==> src/rtl/ucisc_pkg.sv <==
// Shared uCISC definitions: run-mode encodings, sequencer states and default
// datapath widths used by the instruction-cycle controller.
package ucisc_pkg;

  localparam int DEFAULT_PC_WIDTH = 16;

  typedef logic [1:0] mode_t;

  localparam mode_t MODE_RUN  = 2'b00;
  localparam mode_t MODE_STEP = 2'b01;
  localparam mode_t MODE_HALT = 2'b10;

  typedef enum logic [1:0] {
    SEQ_RUN    = 2'b00,
    SEQ_HALTED = 2'b01,
    SEQ_SINGLE = 2'b10
  } seq_state_e;

endpackage

==> src/rtl/step_sequencer_pc_unit.sv <==
// Program counter register for the sequencer: on an instruction completion it
// either takes the branch target or advances by the instruction length.
module pc_unit
  import ucisc_pkg::*;
#(
  parameter int                  PC_WIDTH = DEFAULT_PC_WIDTH,
  parameter logic [PC_WIDTH-1:0] RESET_PC = '0
) (
  input  logic                clock_input,
  input  logic                reset,
  input  logic                advance,
  input  logic                branch_valid,
  input  logic [PC_WIDTH-1:0] branch_target,
  input  logic [1:0]          inc_words,
  output logic [PC_WIDTH-1:0] pc
);

  logic [1:0]          words;
  logic [PC_WIDTH-1:0] pc_next;

  // A zero-length instruction is treated as one word; the add wraps naturally.
  assign words   = (inc_words == 2'd0) ? 2'd1 : inc_words;
  assign pc_next = branch_valid ? branch_target : pc + PC_WIDTH'(words);

  always_ff @(posedge clock_input) begin
    if (reset) begin
      pc <= RESET_PC;
    end else if (advance) begin
      pc <= pc_next;
    end
  end

endmodule

==> src/rtl/step_sequencer.sv <==
// Instruction-cycle controller: walks STEPS steps per instruction with memory
// stalls, owns the PC, and supports halt and single-step at instruction boundaries.
module step_sequencer
  import ucisc_pkg::*;
#(
  parameter int                  STEPS     = 4,
  parameter int                  STEP_BITS = 2,
  parameter int                  PC_WIDTH  = DEFAULT_PC_WIDTH,
  parameter logic [PC_WIDTH-1:0] RESET_PC  = '0,
  parameter int                  CNT_WIDTH = 32
) (
  input  logic                 clock_input,
  input  logic                 reset,
  input  logic [1:0]           mode,
  input  logic                 step_req,
  input  logic                 mem_wait,
  input  logic                 branch_valid,
  input  logic [PC_WIDTH-1:0]  branch_target,
  input  logic [1:0]           inc_words,
  output logic [STEP_BITS-1:0] step,
  output logic [PC_WIDTH-1:0]  pc,
  output logic                 fetch_en,
  output logic                 exec_en,
  output logic                 retire,
  output logic                 halted,
  output logic [CNT_WIDTH-1:0] instr_count
);

  localparam logic [STEP_BITS-1:0] LAST_STEP = STEP_BITS'(STEPS - 1);

  seq_state_e           state, state_next;
  logic [STEP_BITS-1:0] step_next;
  logic                 complete;
  logic                 active;

  // NOTE: every combinational output gets a default before the case so that
  // no path leaves it unassigned, which would otherwise infer a latch.
  always_comb begin
    state_next = state;
    step_next  = step;
    complete   = 1'b0;
    active     = (state != SEQ_HALTED);
    fetch_en   = 1'b0;
    exec_en    = 1'b0;

    unique case (state)
      SEQ_HALTED: begin
        if (mode == MODE_RUN) begin
          state_next = SEQ_RUN;
        end else if (mode == MODE_STEP && step_req) begin
          state_next = SEQ_SINGLE;
        end
      end
      SEQ_RUN, SEQ_SINGLE: begin
        if (!mem_wait) begin
          if (step == LAST_STEP) begin
            complete  = 1'b1;
            step_next = '0;
            // Both running states resolve the same way at a boundary: mode 00
            // keeps running, anything else parks the sequencer.
            state_next = (mode == MODE_RUN) ? SEQ_RUN : SEQ_HALTED;
          end else begin
            step_next = step + STEP_BITS'(1);
          end
        end
      end
      default: begin
        state_next = SEQ_HALTED;
        step_next  = '0;
      end
    endcase

    fetch_en = active && (step == '0);
    exec_en  = active && (step == LAST_STEP);
  end

  // NOTE: sequential state uses non-blocking assignments so every flop samples
  // pre-edge values regardless of statement order.
  always_ff @(posedge clock_input) begin
    if (reset) begin
      state       <= SEQ_RUN;
      step        <= '0;
      retire      <= 1'b0;
      halted      <= 1'b0;
      instr_count <= '0;
    end else begin
      state       <= state_next;
      step        <= step_next;
      retire      <= complete;
      halted      <= (state_next == SEQ_HALTED);
      instr_count <= instr_count + CNT_WIDTH'(complete);
    end
  end

  pc_unit #(
    .PC_WIDTH (PC_WIDTH),
    .RESET_PC (RESET_PC)
  ) u_pc_unit (
    .clock_input   (clock_input),
    .reset         (reset),
    .advance       (complete),
    .branch_valid  (branch_valid),
    .branch_target (branch_target),
    .inc_words     (inc_words),
    .pc            (pc)
  );

endmodule
==> config.mk <==
export PLATFORM = sky130hd
export DESIGN_NAME = step_sequencer
export DESIGN_NICKNAME = d
export VERILOG_FILES = /design/src/rtl/ucisc_pkg.sv /design/src/rtl/step_sequencer_pc_unit.sv /design/src/rtl/step_sequencer.sv
export SDC_FILE = /design/constraint.sdc
export NUM_CORES = 1
export LEC_CHECK = 0
export BUFFER_PORTS_ARGS = -buffer_cell sky130_fd_sc_hd__buf_2
export CELL_PAD_IN_SITES_DETAIL_PLACEMENT = 1
export CELL_PAD_IN_SITES_GLOBAL_PLACEMENT = 2
export CORE_UTILIZATION = 30
export CTS_BUF_LIST = sky130_fd_sc_hd__clkbuf_16
export CTS_CLUSTER_SIZE = 10
export DETAILED_ROUTE_END_ITERATION = 7
export PLACE_DENSITY = 0.79
export SLEW_MARGIN = 0
export SYNTH_ARGS = -nofsm -noshare
export SYNTH_HDL_FRONTEND = slang
export SYNTH_HIERARCHICAL = 1
export SYNTH_SLANG_ARGS = --single-unit
==> constraint.sdc <==
create_clock -name clock_input -period 3.4 [get_ports clock_input]
set_input_delay 0.34 -clock clock_input [delete_from_list [all_inputs] [get_ports clock_input]]
set_output_delay 0.34 -clock clock_input [all_outputs]
set_load 0.03 [all_outputs]
==> metrics.log <==
[metrics] classification of the worst-slack hold path: in -> reg
[metrics] number of antenna violations at the first check in global routing: 0
[metrics] Die X: 100.1 um
[metrics] Clock transition at path regs: 0.08 ns
[metrics] unrepaired setup endpoints after global routing: false
[metrics] count of flip-flops with a built-in enable after synthesis: 0
[metrics] setup violation total in the final timing report: 0
[metrics] arrival time at the worst endpoint: 3.27 ns
[metrics] endpoint of the most critical register-to-register path: instr_count[26]
[metrics] Synth top cells by count: sky130_fd_sc_hd__dfxtp_1 (54), sky130_fd_sc_hd__a21oi_1 (31), sky130_fd_sc_hd__nand2_1 (28), sky130_fd_sc_hd__nor2_1 (26), sky130_fd_sc_hd__inv_1 (18)
[metrics] core area: 9284 um2
[metrics] worst slack at placement: 0.4020 ns
[metrics] GRT busiest layer: met2
[metrics] PnR worst setup slack: 0.3374 ns
[metrics] post-synthesis sequential element count: 54
[metrics] cell area power density: 366.5 nW/um2
[metrics] number of placement rows: 35
[metrics] Setup Fix Bufs, Post-CTS: 0
[metrics] worst-path maximum fanout: 8
[metrics] remaining global-route overflow: 0
[metrics] adder-cell share of the synthesized area: 3.726%
[metrics] fraction of synthesis flops using an asynchronous set or reset pin: 0%
[metrics] P&R area growth vs syn: 22.66%
[metrics] Die Area: 10020 um2
[metrics] final slew viol count: 0
[metrics] share of the synthesized netlist area taken by xor and xnor gates: 3.640%
[metrics] Worst Hold Endpoint: u_pc_unit/pc[15]
[metrics] hold-fix buffer count after cts: 0
[metrics] Max-cap violations: 0
[metrics] Detailed Route WL: 8.235 mm
[metrics] met2 usage in global routing: 28.33%
[metrics] combined area of all synthesized cells: 2888 um2
[metrics] chip height: 100.1 um
[metrics] main combinational cell family by area after synthesis: simple AND/OR/NAND/NOR gates
[metrics] Wirelength per Cell: 15.17 um
[metrics] cell at the root of the clock tree: sky130_fd_sc_hd__clkbuf_16
[metrics] minimum clock period after layout: 3.063 ns
[metrics] hpwl dp: 5.885 mm
[metrics] number of global-route vias before repair: 2810
[metrics] final worst-path cycle share: 90.08%
[metrics] post-synth top area share: 37.44%
[metrics] number of buffers on the longest clock path: 2
[metrics] tightest slew margin relative to the limit: 47.61%
[metrics] clock skew: 0.01417 ns
[metrics] routability cong.: 0.7697
[metrics] total global routing track utilization: 17.08%
[metrics] number of stages on the worst hold path: 3
[metrics] final total negative setup slack: 0 ns
[metrics] count of buffers from port buffering: 78
[metrics] initial DRC count: 77
[metrics] Synth Area in Simple Gates: 27.73%
[metrics] first-pass iteration count of the detailed router: 4
[metrics] result of the run: finished clean
[metrics] cell taking the most area after synthesis: sky130_fd_sc_hd__dfxtp_1
[metrics] maximum vdd drop: 0.0002169 V
[metrics] top-count cell post-synth: sky130_fd_sc_hd__dfxtp_1
[metrics] Static Leak: 1.411 nW
[metrics] mux cell area share after synthesis: 0.6932%
[metrics] net count after synthesis: 376
[metrics] Data required, critical path: 3.61 ns
[metrics] YS warnings: 6
[metrics] initial cell density of the core: 31.11%
[metrics] M3 GR Usage: 2.716%
[metrics] type of origin of the critical path: flip-flop
[metrics] number of unique standard cell types used by synthesis: 59
[metrics] Antenna Diode Count: 0
[metrics] via density per instance: 5.322
[metrics] met1 capacity usage during global routing: 22.64%
[metrics] Reg-to-Reg Start: step[0]
[metrics] maximum clock rate: 326.5 MHz
[metrics] depth of the CTS H-tree: 2
[metrics] number of hold-slack violations in the final timing report: 0
[metrics] share of cells above drive strength 1: 24.64%
[metrics] Worst-Skew Late Latency: 0.29 ns
[metrics] chain of cells forming the critical path: ha_1, or3b_2, inv_1, ha_1, ha_1, and4_1, nand3_1, or4_1, a21oi_1
[metrics] critical path class: reg -> reg
[metrics] Num CTS Buffers: 5
[metrics] TritonCTS clock tree: done
[metrics] remaining antenna violation count: 0
[metrics] largest cells by area after synthesis: sky130_fd_sc_hd__dfxtp_1 (37%), sky130_fd_sc_hd__a21oi_1 (5.4%), sky130_fd_sc_hd__or4_1 (4.2%), sky130_fd_sc_hd__nand2_1 (3.6%), sky130_fd_sc_hd__nor2_1 (3.4%)
[metrics] global-route wire length before repair: 13.88 mm
[metrics] number of nets at the end of the flow: 446
[metrics] worst-margin pin slew: 0.7859 ns
[metrics] Synth Instances: 343
[metrics] slowest stage delay, CP: 0.54 ns
[metrics] top flip-flop cell by instance count after synthesis: sky130_fd_sc_hd__dfxtp_1
[metrics] cell repeated most along the worst path: sky130_fd_sc_hd__ha_1
[metrics] Worst Hold Launch: branch_target[15]
[metrics] IO Count: 79
[metrics] Synth Area in Compound Gates: 21.71%
[metrics] length in cells of the worst reg-to-reg path: 9
[metrics] Remaining DRCs: 0
[metrics] worst-case register-to-register setup slack: 0.34 ns
[metrics] CTS sink count: 54
[metrics] vias: 2890
[metrics] number of instances resized during post-cts repair: 0
[metrics] largest net degree at the start of global routing: 39
[metrics] sequential-to-total area share from yosys stat: 37.44%
[metrics] Crit-path slowest cell: sky130_fd_sc_hd__or4_1
[metrics] Post-Synthesis Mean Instance Area: 8.419 um2
[metrics] kind of end point of the critical path: flip-flop
-- cell usage in the layout (no fill, tap or decap), drive strengths merged, types with 5 or more instances in the layout --
cell / synthesis / layout
buf: 5 / 80
dfxtp: 54 / 54
a21oi: 31 / 31
nand2: 28 / 28
nor2: 26 / 26
inv: 19 / 21
or4: 17 / 17
nand4: 14 / 14
o21ai: 14 / 14
o31ai: 12 / 12
nand3: 11 / 11
or3: 9 / 9
nor3: 8 / 8
xor2: 7 / 7
ha: 7 / 7
and3: 6 / 6
xnor2: 5 / 5
clkbuf: 12 / 5
a211oi: 5 / 5
-- through the flow --
| stage | hold WS (ns) | utilization, % | power (W) | area [um2] | instances |
|---|---|---|---|---|---|
| final | 0.3465 | 38.15 | 0.001298 | 3542 | 543 |
| after global routing | 0.3772 | 38.15 | 0.001347 | 3542 | 543 |
| after CTS | 0.3429 | 38.15 | 0.001317 | 3542 | 543 |
| after detailed placement | 0.4955 | 36.40 | 0.0007376 | 3379 | 535 |
| after global placement | 0.4814 | 36.40 | 0.0007361 | 3379 | 535 |
| after floorplan | 0.4717 | - | 0.0007053 | 2888 | 343 |
-- state kept, by name, summed over array words and instances (netlist names) --
register	cells
state	2
retire	1
u_pc_unit/pc	16
step	2
halted	1
instr_count	32
-- cell type report --
| class | instances | area (um2) |
|---|---|---|
| clock buffer | 5 | 125.1 |
| tap | 129 | 161.4 |
| clock inverter | 3 | 37.54 |
| fill | 1155 | 5742 |
| multi-input combinational | 253 | 1660 |
| sequential | 54 | 1081 |
| inverter | 19 | 71.32 |
| timing repair buffer | 80 | 405.4 |
-- power breakdown --
group / internal (W) / switching, W / total (W) / leakage, nW
combinational: 0.0000289 / 0.0000530 / 0.0000820 / 0.889
sequential: 0.000635 / 0.00000448 / 0.000640 / 0.435
clock: 0.000343 / 0.000233 / 0.000576 / 0.0864
total: 0.00101 / 0.000291 / 0.00130 / 1.41
-- kinds of logic after synthesis --
logic type,count (synthesis)
AND/OR/NAND/NOR,140
AO/OA/AOI/OAI,91
flip-flops,54
buffers and inverters,36
XOR/XNOR,12
adder cells (fa/ha/maj),8
multiplexers,2
-- routing by layer --
layer,vias to the layer above,part of all wire [%],wire (um)
met1,1401,49,4076
met5,-,0,0
met4,0,1.5,122
li1,1426,-,-
met2,51,45,3731
met3,12,3.7,305
-- worst max-delay path: cells and delay by family, from the launching register on --
family	cells	cell delay [ns]
flops	1	0.41
compound gates	1	0.14
fa+ha+maj	3	0.61
buf+inv	1	0.09
simple gates	4	1.73
-- worst max path at each step --
| stage | to | cells past startpoint | startpoint | slack, ns |
|---|---|---|---|---|
| 2_1_floorplan | instr_count[30] | 10 | step[0] | 0.36 |
| 3_3_place_gp | instr_count[26] | 9 | step[0] | 0.50 |
| 3_5_place_dp | instr_count[25] | 9 | step[0] | 0.40 |
| 4_1_cts | instr_count[28] | 9 | step[0] | 0.35 |
| 5_1_grt | instr_count[26] | 9 | step[0] | 0.08 |
| 6_report | instr_count[26] | 9 | step[0] | 0.34 |
Note: power is estimated with default switching activity, not from simulation.
